$ cat config.mk
export PLATFORM = sky130hd
export DESIGN_NAME = addsubw_pipe_flat
export DESIGN_NICKNAME = d
export VERILOG_FILES = /design/src/rtl/addsubw_pipe_pkg.sv /design/src/rtl/addsubw_pipe_if.sv /design/src/rtl/addsub_core.sv /design/src/rtl/addsubw_pipe.sv /design/src/flat_wrapper.sv
export SDC_FILE = /design/constraint.sdc
export NUM_CORES = 1
export LEC_CHECK = 0
export BUFFER_PORTS_ARGS = -buffer_cell sky130_fd_sc_hd__clkbuf_2
export CAP_MARGIN = 10
export CORE_ASPECT_RATIO = 0.8
export CORE_UTILIZATION = 25
export DETAILED_ROUTE_END_ITERATION = 6
export GPL_TIMING_DRIVEN = 0
export PLACE_DENSITY = 0.53
export SLEW_MARGIN = 20
export SYNTH_ARGS = -nofsm -noshare
export SYNTH_HDL_FRONTEND = slang
export SYNTH_SLANG_ARGS = --single-unit
$ cat constraint.sdc
create_clock -name clk -period 5.3 [get_ports clk]
set_clock_uncertainty 0.2 [all_clocks]
set_input_delay 1.06 -clock clk [delete_from_list [all_inputs] [get_ports clk]]
set_output_delay 1.06 -clock clk [all_outputs]
set_load 0.02 [all_outputs]
$ cat src/rtl/addsubw_pipe_pkg.sv
// Shared op codes and per-transaction flag bundle for the add/sub pipeline.
package addsubw_pipe_pkg;

  localparam logic [2:0] ADD   = 3'b000;
  localparam logic [2:0] SUB   = 3'b001;
  localparam logic [2:0] ADDC  = 3'b010;
  localparam logic [2:0] SUBB  = 3'b011;
  localparam logic [2:0] ADDUS = 3'b100;
  localparam logic [2:0] SUBUS = 3'b101;
  localparam logic [2:0] ADDSS = 3'b110;
  localparam logic [2:0] SUBSS = 3'b111;

  typedef struct packed {
    logic en;
    logic cout;
    logic ovf;
  } meta_t;

  // Every odd op code is a subtraction.
  function automatic logic op_is_sub(input logic [2:0] op);
    return op[0];
  endfunction

endpackage

$ cat src/rtl/addsubw_pipe_if.sv
// Operand/result bus with valid-ready handshakes; master drives operands, slave returns results.
interface addsubw_pipe_if #(parameter int width = 16);

  logic [width-1:0] i0;
  logic [width-1:0] i1;
  logic [2:0]       op;
  logic             cin;
  logic             pred;
  logic             in_valid;
  logic             in_ready;
  logic             out_valid;
  logic             out_ready;
  logic [width-1:0] o0;
  logic             o0_enable;
  logic             cout;
  logic             ovf;
  logic             ovf_sticky;
  logic             clr_sticky;

  modport master (
    output i0, i1, op, cin, pred, in_valid, out_ready, clr_sticky,
    input  in_ready, out_valid, o0, o0_enable, cout, ovf, ovf_sticky
  );

  modport slave (
    input  i0, i1, op, cin, pred, in_valid, out_ready, clr_sticky,
    output in_ready, out_valid, o0, o0_enable, cout, ovf, ovf_sticky
  );

endinterface

$ cat src/rtl/addsub_core.sv
// Combinational add/sub with carry/borrow, wrap or saturate; 0 cycles latency, no backpressure.
module addsub_core
  import addsubw_pipe_pkg::*;
#(
  parameter int width = 16
) (
  input  logic [width-1:0] i_a,
  input  logic [width-1:0] i_b,
  input  logic [2:0]       i_op,
  input  logic             i_cin,
  output logic [width-1:0] o_sum,
  output logic             o_cout,
  output logic             o_ovf
);

  logic             w_sub;
  logic             w_ci;
  logic             w_sov;
  logic [width-1:0] w_b;
  logic [width:0]   w_full;

  always_comb begin
    w_sub = op_is_sub(i_op);
    w_b   = w_sub ? ~i_b : i_b;
    case (i_op)
      ADDC:    w_ci = i_cin;
      SUBB:    w_ci = !i_cin;
      default: w_ci = w_sub;
    endcase
    w_full = {1'b0, i_a} + {1'b0, w_b} + {{width{1'b0}}, w_ci};
    // Subtraction reports borrow, hence the inversion of the raw carry.
    o_cout = w_full[width] ^ w_sub;
    w_sov  = (i_a[width-1] == w_b[width-1]) && (w_full[width-1] != i_a[width-1]);
    o_sum  = w_full[width-1:0];
    o_ovf  = 1'b0;
    case (i_op)
      ADDC, SUBB: o_ovf = o_cout;
      ADDUS: begin
        o_ovf = o_cout;
        if (o_cout) o_sum = '1;
      end
      SUBUS: begin
        o_ovf = o_cout;
        if (o_cout) o_sum = '0;
      end
      ADDSS, SUBSS: begin
        o_ovf = w_sov;
        if (w_sov) o_sum = i_a[width-1] ? {1'b1, {(width-1){1'b0}}} : {1'b0, {(width-1){1'b1}}};
      end
      default: o_ovf = 1'b0;
    endcase
  end

endmodule

$ cat src/rtl/addsubw_pipe.sv
// Pipelined add/sub with sticky overflow; latency = stages cycles.
// Backpressure: out_ready=0 stalls the chain, bubbles collapse, in_ready drops only when full.
module addsubw_pipe
  import addsubw_pipe_pkg::*;
#(
  parameter int width  = 16,
  parameter int stages = 2
) (
  input logic           clk,
  input logic           reset_n,
  addsubw_pipe_if.slave bus
);

  logic [width-1:0]  w_sum;
  logic              w_cout;
  logic              w_ovf;
  meta_t             w_meta;
  logic [stages-1:0] w_take;
  logic              w_all_full;
  logic              w_rdy;
  logic              w_acc;
  logic              w_dlv;

  logic [stages-1:0] r_vld;
  logic [width-1:0]  r_dat  [stages];
  meta_t             r_meta [stages];
  logic              r_run;
  logic              r_sticky;

  addsub_core #(.width(width)) u_core (
    .i_a    (bus.i0),
    .i_b    (bus.i1),
    .i_op   (bus.op),
    .i_cin  (bus.cin),
    .o_sum  (w_sum),
    .o_cout (w_cout),
    .o_ovf  (w_ovf)
  );

  // A stage may load when out_ready drains the chain or some stage at/after it is empty.
  always_comb begin
    w_all_full = 1'b1;
    w_take     = '0;
    for (int i = stages - 1; i >= 0; i--) begin
      w_all_full = w_all_full & r_vld[i];
      w_take[i]  = bus.out_ready | !w_all_full;
    end
  end

  assign w_rdy  = r_run & w_take[0];
  assign w_acc  = bus.in_valid & w_rdy;
  assign w_dlv  = r_vld[stages-1] & bus.out_ready;
  assign w_meta = '{en: bus.pred, cout: bus.pred & w_cout, ovf: bus.pred & w_ovf};

  always_ff @(posedge clk or negedge reset_n) begin
    if (!reset_n) begin
      r_vld    <= '0;
      r_run    <= 1'b0;
      r_sticky <= 1'b0;
    end else begin
      r_run <= 1'b1;
      if (w_take[0]) r_vld[0] <= w_acc;
      for (int i = 1; i < stages; i++) begin
        if (w_take[i]) r_vld[i] <= r_vld[i-1];
      end
      if (w_dlv && r_meta[stages-1].ovf) r_sticky <= 1'b1;
      else if (bus.clr_sticky)           r_sticky <= 1'b0;
    end
  end

  always_ff @(posedge clk) begin
    if (w_take[0] && w_acc) begin
      r_dat[0]  <= bus.pred ? w_sum : '0;
      r_meta[0] <= w_meta;
    end
    for (int i = 1; i < stages; i++) begin
      if (w_take[i] && r_vld[i-1]) begin
        r_dat[i]  <= r_dat[i-1];
        r_meta[i] <= r_meta[i-1];
      end
    end
  end

  // Result lines are qualified by the last valid bit, so reset zeroes them without resetting data.
  assign bus.in_ready   = w_rdy;
  assign bus.out_valid  = r_vld[stages-1];
  assign bus.o0         = r_vld[stages-1] ? r_dat[stages-1] : '0;
  assign bus.o0_enable  = r_vld[stages-1] & r_meta[stages-1].en;
  assign bus.cout       = r_vld[stages-1] & r_meta[stages-1].cout;
  assign bus.ovf        = r_vld[stages-1] & r_meta[stages-1].ovf;
  assign bus.ovf_sticky = r_sticky;

endmodule

$ cat src/flat_wrapper.sv
// flat-port wrapper written by rule: the top's interface ports become plain ports
module addsubw_pipe_flat import addsubw_pipe_pkg::*;
#(
  parameter int width  = 16,
  parameter int stages = 2
)
  (clk, reset_n, bus_i0, bus_i1, bus_op, bus_cin, bus_pred, bus_in_valid, bus_out_ready, bus_clr_sticky, bus_in_ready, bus_out_valid, bus_o0, bus_o0_enable, bus_cout, bus_ovf, bus_ovf_sticky);
  addsubw_pipe_if #(.width(width)) bus_i ();
  input logic clk;
  input logic reset_n;
  input wire logic [$bits(bus_i.i0)-1:0] bus_i0;
  input wire logic [$bits(bus_i.i1)-1:0] bus_i1;
  input wire logic [$bits(bus_i.op)-1:0] bus_op;
  input wire logic [$bits(bus_i.cin)-1:0] bus_cin;
  input wire logic [$bits(bus_i.pred)-1:0] bus_pred;
  input wire logic [$bits(bus_i.in_valid)-1:0] bus_in_valid;
  input wire logic [$bits(bus_i.out_ready)-1:0] bus_out_ready;
  input wire logic [$bits(bus_i.clr_sticky)-1:0] bus_clr_sticky;
  output wire logic [$bits(bus_i.in_ready)-1:0] bus_in_ready;
  output wire logic [$bits(bus_i.out_valid)-1:0] bus_out_valid;
  output wire logic [$bits(bus_i.o0)-1:0] bus_o0;
  output wire logic [$bits(bus_i.o0_enable)-1:0] bus_o0_enable;
  output wire logic [$bits(bus_i.cout)-1:0] bus_cout;
  output wire logic [$bits(bus_i.ovf)-1:0] bus_ovf;
  output wire logic [$bits(bus_i.ovf_sticky)-1:0] bus_ovf_sticky;
  assign bus_i.i0 = bus_i0;
  assign bus_i.i1 = bus_i1;
  assign bus_i.op = bus_op;
  assign bus_i.cin = bus_cin;
  assign bus_i.pred = bus_pred;
  assign bus_i.in_valid = bus_in_valid;
  assign bus_i.out_ready = bus_out_ready;
  assign bus_i.clr_sticky = bus_clr_sticky;
  assign bus_in_ready = bus_i.in_ready;
  assign bus_out_valid = bus_i.out_valid;
  assign bus_o0 = bus_i.o0;
  assign bus_o0_enable = bus_i.o0_enable;
  assign bus_cout = bus_i.cout;
  assign bus_ovf = bus_i.ovf;
  assign bus_ovf_sticky = bus_i.ovf_sticky;
  addsubw_pipe #(.width(width), .stages(stages)) u_core (.clk(clk), .reset_n(reset_n), .bus(bus_i));
endmodule
==> impl_metrics.yaml <==
outcome:
  outcome: "finished, final reports clean"
synthesis:
  yosys-top-cells-area: "edfxtp_1 40%, ha_1 6.6%, xor2_1 5.8%"
  synth_top_family_by_area: "compound AO/OA/AOI/OAI gates"
  syn_area_um2: 2863
  synth_cells: 285
  ys_types: 52
  syn_avg_cell_area_um2: 10.04
  synth_compound_area_share_pct: 21.55
  yosysSeqAreaShare_pct: 43.36
  ys_warn_count: 0
  synthMuxAreaShare_pct: 0
  yosys.area_share.adder_pct: 7.955
  yosysTopAreaCellShare_pct: 39.86
  synth_top_area_cell: "edfxtp_1"
  syn_nets: 344
  synthSimpleGateAreaFrac_pct: 13.90
  synth-seq-cells: 42
  synth_xor_area_share_pct: 9.790
global_route:
  grt_overflow: 0
  first_global_vias: 2071
  antenna_found_initial: 0
  grt_max_degree: 21
  grt_use_total_pct: 10.79
  grt_pass1_wl_um: 10120
pwr:
  power.density_nw_per_um2: 295.1
  total_power_mw: 1.034
  comb_power_share_pct: 34.2
  peakVddDrop_mv: 0.1253
  p_switching_mw: 0.3263
  switching_share_pct: 31.56
  intPower_mw: 0.7077
  pwr-share-seq_pct: 39.0
  p_leak_nw: 1.428
  p_clk_share_pct: 26.8
sta:
  rsz0062_at_grt: "no"
  final_max_slew_viol_count: 0
  tns_ns: 0
  min_period_ns: 4.882
  min_period_over_period_pct: 92.12
  worst_slack_ns: 0.4176
  whs_ns: 0.2160
  slew_headroom_pct: 42.77
  tightestPinTransition_ns: 0.8584
  finalSetupViolCount: 0
  hold_viol: 0
  fmax_ghz: 0.2048
worst_setup_path:
  critical_path_arrival_ns: 4.68
  start_kind: "input pin"
  worstPathMaxFanout: 10
  r2r_start: "u_core.r_vld[1]"
  worstRegToRegCells: 3
  ff2ff_setup_slack_ns: 3.20
  r2r-end: "u_core.r_dat[0][15]"
  worstSetupEndpointType: "flip-flop"
  critPathKind: "in -> reg"
  crit_required_ns: 5.10
finish:
  final_nets: 414
  fillCellCount: 1165
  syn2layout_area_growth_pct: 22.38
  drive_above_1_share_pct: 24.23
  fin_cells: 499
  diodes: 0
  utilization_pct: 31.80
  final_area_um2: 3503
floorplanning:
  core_um2: 11020
  die_w_um: 121.6
  dieHeight_um: 97.71
  start_util_pct: 25.98
  io_pins: 64
  dieArea_um2: 11890
  num_rows: 34
place:
  dp_slack_ns: -0.2198
  dp_hpwl_um: 5067
  place_area_um2: 3367
  dp.cells: 492
  io_buffer_count: 62
  gp_congestion: 0.8574
clocking:
  clockBufferDepth: 2
  cts_buffers: 5
  path_clk_slew_ns: 0.05
  htree_levels: 2
  clock_latency_ns: 0.28
  cts.sinks: 42
  postCtsSetupBuffers: 0
  cts_tree: "done"
  root_buffer: "clkbuf_16"
routing:
  wl_per_cell_um: 12.44
  drt_first_pass_iters: 5
  vias: 2275
  drc_errors: 0
  routed_wl_um: 6208
  drt-initial-drc-count: 97
  viasPerCell: 4.559
  ant_nets: 0
min_path:
  min_path_type: "reg -> reg"
  hold_depth: 0
  min-delay-start: "u_core.r_dat[0][7]"
  hold_end: "u_core.r_dat[0][23]"
run:
  drv_cap: 0
worst max-delay path: stages:
cell and delay (ns):
clkbuf_1 0.29, clkbuf_2 0.37, buf_2 0.35, xor2_1 0.14, fa_1 0.46, fa_1 0.45, a211oi_1 0.23, o21bai_1 0.16
o221ai_2 0.21, and2_1 0.17, buf_6 0.13, nand2_1 0.05, o211ai_1 0.43, o21ai_0 0.17
cell usage in the layout, fill, tap and decap left out, types with 2 or more instances in the layout:
| cell type | n |
|---|---|
| and2_1 | 24 |
| clkbuf_1 | 7 |
| xnor2_1 | 13 |
| nor2_1 | 12 |
| buf_6 | 2 |
| buf_2 | 3 |
| nand3_1 | 5 |
| a21boi_0 | 3 |
| o211ai_1 | 5 |
| inv_1 | 9 |
| o21bai_1 | 2 |
| o21ai_0 | 30 |
| nor2b_1 | 4 |
| and3_1 | 3 |
| nand2_1 | 18 |
| a31oi_1 | 3 |
| xor2_1 | 19 |
| clkinv_2 | 2 |
| clkbuf_16 | 5 |
| clkbuf_2 | 64 |
| edfxtp_1 | 38 |
| a21o_1 | 5 |
| dfrtp_1 | 4 |
| a22o_1 | 2 |
| fa_1 | 2 |
| a21oi_1 | 26 |
| ha_1 | 15 |
| a211oi_1 | 3 |
logic make-up after synthesis:
logic type | count (synthesis)
DFF | 42
other | 1
xor gates and xnor gates | 32
and+or+nand+nor | 75
buffers and inverters | 22
adders and majority gates | 17
AOI/OAI and AO/OA | 96
area by class of cell:
class | count | area [um2] | share of cell area, %
Multi-Input combinational cell | 221 | 1529 | 43.64
Sequential cell | 42 | 1241 | 35.43
Timing Repair Buffer | 63 | 321.6 | 9.179
Tap cell | 144 | 180.2 | 5.143
Clock buffer | 5 | 125.1 | 3.571
Buffer | 13 | 62.56 | 1.786
Inverter | 9 | 33.78 | 0.9643
Clock inverter | 2 | 10.01 | 0.2857
power by group through the flow:
stage	registers [mW]	clock network, mW	logic (mW)
CTS	0.403	0.283	0.355
detailed placement	0.410	0	0.354
floorplan	0.410	0	0.255
global route	0.406	0.296	0.397
finish	0.403	0.277	0.354
global placement	0.410	0	0.347
synth_stat cells (all sizes together):
library cell	number
edfxtp	38
o21ai	32
a21oi	27
and2	24
xor2	19
nand2	18
ha	15
xnor2	13
nor2	12
clkbuf	9
inv	9
a21o	5
nand3	5
nor2b	5
o211ai	5
a211oi	4
a21boi	4
a31oi	4
buf	4
dfrtp	4
and3	3
a22o	2
fa	2
nor3	2
o21bai	2
a221oi	1
a2bb2oi	1
a32o	1
conb	1
nand2b	1
nand3b	1
nand4	1
o2111ai	1
o21a	1
o221a	1
o221ai	1
o22a	1
o22ai	1
o311ai	1
o31ai	1
or2	1
or2b	1
or3	1
metal layers:
metal  vias to the layer above  GRT usage (%)  part of all wire [%]
met5                         -              0                     0
met1                      1027          15.84                    51
met2                        70          15.95                    43
li1                       1172              -                     -
met3                         6          1.585                   4.8
met4                         0          3.799                   1.4
flip-flops by register name, summed over array words and instances, names as in the netlist:
signal                 flops
u_core.r_run               1
u_core.r_vld               2
u_core.r_dat              32
u_core.r_meta              6
u_core.bus.ovf_sticky      1
how the worst max path moves through the flow:
stage / from / to / slack [ns] / cells after the start
finish: bus_op[0] / u_core.r_dat[0][12] / 0.42 / 14
global route: bus_op[0] / u_core.r_dat[0][12] / 0.03 / 14
global placement: bus_op[0] / u_core.r_dat[0][13] / -0.17 / 14
CTS: bus_op[0] / u_core.r_dat[0][12] / 0.08 / 14
floorplan: bus_op[0] / u_core.r_dat[0][12] / 0.52 / 14
detailed placement: bus_op[0] / u_core.r_dat[0][12] / -0.22 / 14
repair_timing:
action,CTS,global route
resized for setup,0,2
hold buffers,0,0
setup endpoints to repair,0,7
Note: power is estimated with default switching activity, not from simulation.
